**config.mk**
```make
export PLATFORM = sky130hd
export DESIGN_NAME = helper_axis_throttle
export DESIGN_NICKNAME = d
export VERILOG_FILES = /design/src/rtl/helper_axis_pkg.sv /design/src/rtl/helper_lfsr16.sv /design/src/rtl/helper_axis_throttle.sv
export SDC_FILE = /design/constraint.sdc
export NUM_CORES = 1
export LEC_CHECK = 0
export BUFFER_PORTS_ARGS = -buffer_cell sky130_fd_sc_hd__buf_2
export CAP_MARGIN = 20
export CORE_UTILIZATION = 47
export DETAILED_ROUTE_END_ITERATION = 12
export PLACE_DENSITY = 0.67
export SLEW_MARGIN = 40
export SYNTH_ARGS = -nofsm -noshare
export SYNTH_HDL_FRONTEND = slang
export SYNTH_HIERARCHICAL = 1
export SYNTH_SLANG_ARGS = --single-unit
```
**constraint.sdc**
```tcl
create_clock -name clk -period 2.2 [get_ports clk]
set_input_delay 0.22 -clock clk [delete_from_list [all_inputs] [get_ports clk]]
set_output_delay 0.22 -clock clk [all_outputs]
set_load 0.05 [all_outputs]
```
**src/rtl/helper_axis_pkg.sv**
```systemverilog
// Shared constants and the LFSR step function for the AXIS test helpers.
package helper_axis_pkg;

    localparam int unsigned LFSR_WIDTH  = 16;
    localparam logic [15:0] LFSR_TAPS   = 16'hB400;
    localparam int unsigned COUNT_WIDTH = 32;

    // One step of a right-shifting Galois LFSR.
    function automatic logic [LFSR_WIDTH-1:0] lfsr_next(input logic [LFSR_WIDTH-1:0] s);
        lfsr_next = {1'b0, s[LFSR_WIDTH-1:1]} ^ (s[0] ? LFSR_TAPS : '0);
    endfunction

endpackage

```
**src/rtl/helper_lfsr16.sv**
```systemverilog
// Free-running 16-bit Galois LFSR; loads seed on reset (a zero seed becomes 1).
module helper_lfsr16
    import helper_axis_pkg::*;
(
    input  logic                  clk,
    input  logic                  rst,
    input  logic [LFSR_WIDTH-1:0] seed,
    output logic [LFSR_WIDTH-1:0] state
);

    logic [LFSR_WIDTH-1:0] r_state;

    // Advance every non-reset cycle so the pattern depends only on cycles since reset.
    always_ff @(posedge clk) begin
        if (rst) begin
            r_state <= (seed == '0) ? LFSR_WIDTH'(1) : seed;
        end else begin
            r_state <= lfsr_next(r_state);
        end
    end

    assign state = r_state;

endmodule

```
**src/rtl/helper_axis_throttle.sv**
```systemverilog
// Inline AXIS stall injector: 2-entry FIFO with LFSR-driven ready/valid gaps and beat counters.
module helper_axis_throttle
    import helper_axis_pkg::*;
#(
    parameter int unsigned DATA_WIDTH = 10,
    parameter logic [15:0] SEED       = 16'hACE1,
    parameter int unsigned IN_STALL   = 0,
    parameter int unsigned OUT_STALL  = 0
) (
    input  logic                   clk,
    input  logic                   rst,
    input  logic                   input_valid,
    input  logic [DATA_WIDTH-1:0]  input_data,
    output logic                   input_ready,
    output logic                   output_valid,
    output logic [DATA_WIDTH-1:0]  output_data,
    input  logic                   output_ready,
    output logic [COUNT_WIDTH-1:0] in_count,
    output logic [COUNT_WIDTH-1:0] out_count
);

    // Thresholds above 255 would silently truncate in the 8-bit compares below.
    if (IN_STALL > 255) begin : g_bad_in_stall
        $error("IN_STALL must be in 0..255");
    end
    if (OUT_STALL > 255) begin : g_bad_out_stall
        $error("OUT_STALL must be in 0..255");
    end

    localparam logic [7:0] InTh  = IN_STALL[7:0];
    localparam logic [7:0] OutTh = OUT_STALL[7:0];

    logic [LFSR_WIDTH-1:0]  w_lfsr;
    logic                   w_in_stall;
    logic                   w_out_stall;
    logic                   w_in_ready;
    logic                   w_out_valid;
    logic                   w_push;
    logic                   w_pop;

    logic [DATA_WIDTH-1:0]  r_mem [2];
    logic                   r_head;
    logic                   r_tail;
    logic [1:0]             r_occ;
    logic                   r_presenting;
    logic [COUNT_WIDTH-1:0] r_in_count;
    logic [COUNT_WIDTH-1:0] r_out_count;

    helper_lfsr16 u_lfsr (
        .clk   (clk),
        .rst   (rst),
        .seed  (SEED),
        .state (w_lfsr)
    );

    // Stall decisions and handshakes; out_stall only blocks starting a new beat.
    always_comb begin
        w_in_stall  = w_lfsr[7:0] < InTh;
        w_out_stall = w_lfsr[15:8] < OutTh;
        w_in_ready  = !rst && (r_occ != 2'd2) && !w_in_stall;
        w_out_valid = !rst && (r_occ != 2'd0) && (r_presenting || !w_out_stall);
        w_push      = input_valid && w_in_ready;
        w_pop       = w_out_valid && output_ready;
    end

    // Output drive; data forced to zero while in reset.
    always_comb begin
        input_ready  = w_in_ready;
        output_valid = w_out_valid;
        output_data  = rst ? '0 : r_mem[r_head];
        in_count     = r_in_count;
        out_count    = r_out_count;
    end

    // FIFO storage, pointers, occupancy, presenting flag and counters.
    always_ff @(posedge clk) begin
        if (rst) begin
            for (int i = 0; i < 2; i++) begin
                r_mem[i] <= '0;
            end
            r_head       <= 1'b0;
            r_tail       <= 1'b0;
            r_occ        <= 2'd0;
            r_presenting <= 1'b0;
            r_in_count   <= '0;
            r_out_count  <= '0;
        end else begin
            if (w_push) begin
                r_mem[r_tail] <= input_data;
                r_tail        <= ~r_tail;
                r_in_count    <= r_in_count + 1'b1;
            end
            if (w_pop) begin
                r_head      <= ~r_head;
                r_out_count <= r_out_count + 1'b1;
            end
            unique case ({w_push, w_pop})
                2'b10:   r_occ <= r_occ + 2'd1;
                2'b01:   r_occ <= r_occ - 2'd1;
                default: r_occ <= r_occ;
            endcase
            // Once valid is shown it must be held until the handshake.
            r_presenting <= w_out_valid && !output_ready;
        end
    end

endmodule
```
==> results.json <==
{
  "postSynthCellCount": 446,
  "rr_worst_depth": 5,
  "hold_depth": 2,
  "critPathKind": "register to register",
  "pre_cts_slack_ns": 0.129,
  "hp-start": "input_data[8]",
  "numCtsBuffers": 9,
  "wl_met2_mm": 4.13,
  "rows": 33,
  "r2r_slack_ns": 0.13,
  "instances_no_fill": 644,
  "grt_pass1_vias": 3075,
  "vias": 3434,
  "critical_path_buf_inv_count": 0,
  "gp_routability_congestion": 0.869,
  "via_per_inst": 5.33,
  "setup_total_negative_slack_ns": 0,
  "async_reset_ff_share_pct": 0,
  "ys_top_cells_by_count": "69 x dfxtp_1, 66 x nor2_1, 30 x xnor2_1",
  "antennaDiodeCount": 0,
  "yosysMostFrequentCell": "dfxtp_1",
  "critPathTopFamily": "simple AND/OR/NAND/NOR gates",
  "die_area_um2": 9100,
  "routed_wl_mm": 8.79,
  "grt_usage_pct": 20.4,
  "synthFlopType": "dfxtp_1",
  "p_per_area_nw_per_um2": 654,
  "outcome": "finished, final reports clean",
  "fin_nets": 551,
  "io_pins": 90,
  "dp.cells": 628,
  "cp_max_fo": 6,
  "drc_errors": 0,
  "grt_max_degree": 34,
  "ant_nets": 0,
  "startpoint_type": "register",
  "grt_pass1_wl_mm": 14.5,
  "dr.pass1.iters": 4,
  "timing.rr.start": "in_count[12]",
  "setup_viol": 0,
  "drv_cap": 0,
  "synth_seq_cells": 89,
  "reg2reg_to": "in_count[27]",
  "syn_area_um2": 4100,
  "clock-skew-final_ns": 0.00619,
  "rsz0062_at_grt": "false",
  "synth_warnings": 6,
  "worstPathArrival_ns": 2.34,
  "synth_top_area_cell": "dfxtp_1",
  "yosys-top-cells-area": "dfxtp_1 34%, edfxtp_1 15%, xnor2_1 6.4%, nor2_1 6.0%, xor2_1 4.5%",
  "place_hpwl_mm": 6.29,
  "post-route-period-util_pct": 94.0,
  "synth_top_cell_area_share_pct": 33.7,
  "cts-root-buf": "clkbuf_8",
  "cts_max_path_buffers": 2,
  "synth-edff-count": 20,
  "cpPeakStageDelay_ns": 0.58,
  "period_minus_slack_ns": 2.07,
  "worst_path_max_delay_cell": "or4_4",
  "max_freq_ghz": 0.484,
  "start_util_pct": 49.1,
  "leakagePower_uw": 0.00199,
  "routedLengthMet1_mm": 4.15,
  "clkSinkCount": 89,
  "insertion_delay_ns": 0.35,
  "dieWidth_um": 95.4,
  "seq_area_frac_synth_pct": 48.4,
  "io_buffer_count": 89,
  "highest_layer": "met4",
  "finalHoldViolCount": 0,
  "fin_ws_ns": 0.132,
  "ir_drop_uv": 348,
  "worstSetupEndpointType": "register",
  "area_delta_synth_final_pct": 19.5,
  "wl_met3_um": 433,
  "cts_tree": "yes",
  "min_to": "r_mem[0][8]",
  "fp.dieH_um": 95.4,
  "drt-initial-drc-count": 110,
  "wl_per_cell_um": 13.7,
  "ys_types": 38,
  "relSlewSlack_pct": 60.0,
  "layout-drive-gt1-share_pct": 26.2,
  "crit_chain": "nand4_4 -> or4_4 -> or3_4 -> or3_1 -> a21oi_1",
  "core_um2": 8340,
  "htree_num_levels": 3,
  "slew_viol_final": 0,
  "clk_pin_slew_ns": 0.09,
  "avgSynthCellArea_um2": 9.19,
  "overflow": 0,
  "crit_required_ns": 2.47,
  "synth_nets": 463,
  "worstMarginPinSlew_ns": 0.599,
  "antenna_found_initial": 0,
  "hp-class": "primary input to register"
}
==> routing by layer <==
layer  up-vias  GRT usage, %
li1       1731             -
met1      1626          26.3
met2        69          33.6
met3         8          5.58
met4         0          5.60
met5         -             0
==> cell families after synthesis <==
family	count (synthesis)	share of synthesized area (%)
adders and majority gates	3	0.916
xor gates and xnor gates	51	10.9
buffers and inverters	34	3.54
muxes	12	2.99
AOI/OAI and AO/OA	32	4.09
DFF	89	48.4
and+or+nand+nor	225	29.2
==> per-stage QoR <==
stage	cell area [um2]	util [%]	hold WS [ns]	power [uW]
2_1_floorplan	4120	-	0.418	1980
3_3_place_gp	4680	56.1	0.467	2040
3_5_place_dp	4680	56.1	0.484	2040
4_1_cts	4890	58.6	0.160	3220
5_1_grt	4900	58.7	0.167	3330
6_report	4900	58.7	0.168	3200
==> final cells by class <==
class / instances / area [um2]
Sequential cell: 89 / 2000
Clock inverter: 7 / 85.1
Clock buffer: 9 / 124
Multi-Input combinational cell: 323 / 1990
Tap cell: 105 / 131
Timing Repair Buffer: 101 / 536
Fill cell: 778 / 3440
Inverter: 10 / 37.5
==> worst register-to-register path, stage by stage, from the launching register on <==
cell and delay, ns:
dfxtp_2 0.41, nand4_4 0.12, or4_4 0.58, or3_4 0.41, or3_1 0.31, a21oi_1 0.16
==> placed cells by master (no fill, tap or decap), drive strengths merged, types with 3 or more instances in the layout <==
master | Yosys | final
o21ai | 16 | 16
xnor2 | 30 | 30
nor2 | 66 | 66
xor2 | 21 | 21
a21oi | 14 | 14
and2 | 15 | 15
nor2b | 4 | 4
dfxtp | 69 | 69
and4 | 7 | 7
buf | 2 | 101
inv | 10 | 10
clkbuf | 22 | 9
nor4 | 15 | 15
and3 | 18 | 18
edfxtp | 20 | 20
clkinv | 0 | 4
mux2i | 10 | 10
nand4 | 22 | 22
ha | 3 | 3
or3 | 16 | 16
nand2 | 24 | 24
nor3 | 5 | 5
nand3 | 23 | 23
==> power by group <==
group	internal [uW]	switching [uW]	total, uW	leakage [uW]
sequential	1710	32.9	1750	0.000772
combinational	79.7	177	257	0.00111
clock	629	571	1200	0.000104
==> sequential cells by signal (all words and copies together) (netlist names), named ones only <==
register	count
r_head	1
r_tail	1
in_count	32
out_count	32
r_occ	2
r_mem	20
==> worst max-delay path by stage <==
stage                 start             to  slack [ns]  cells past startpoint
2_1_floorplan  out_count[5]  out_count[28]       0.001                      6
5_1_grt        in_count[12]   in_count[27]        0.03                      5
3_5_place_dp   in_count[13]   in_count[27]        0.13                      5
6_report       in_count[12]   in_count[27]        0.13                      5
3_3_place_gp   in_count[13]   in_count[31]        0.17                      5
4_1_cts        in_count[13]   in_count[27]        0.11                      5
==> repair_timing <==
item | CTS | global route
hold buffers | 0 | 0
setup buffers | 0 | 0
setup endpoints to repair | 0 | 1
gates resized for setup | 0 | 1
Power figures use the tool's default switching activity.
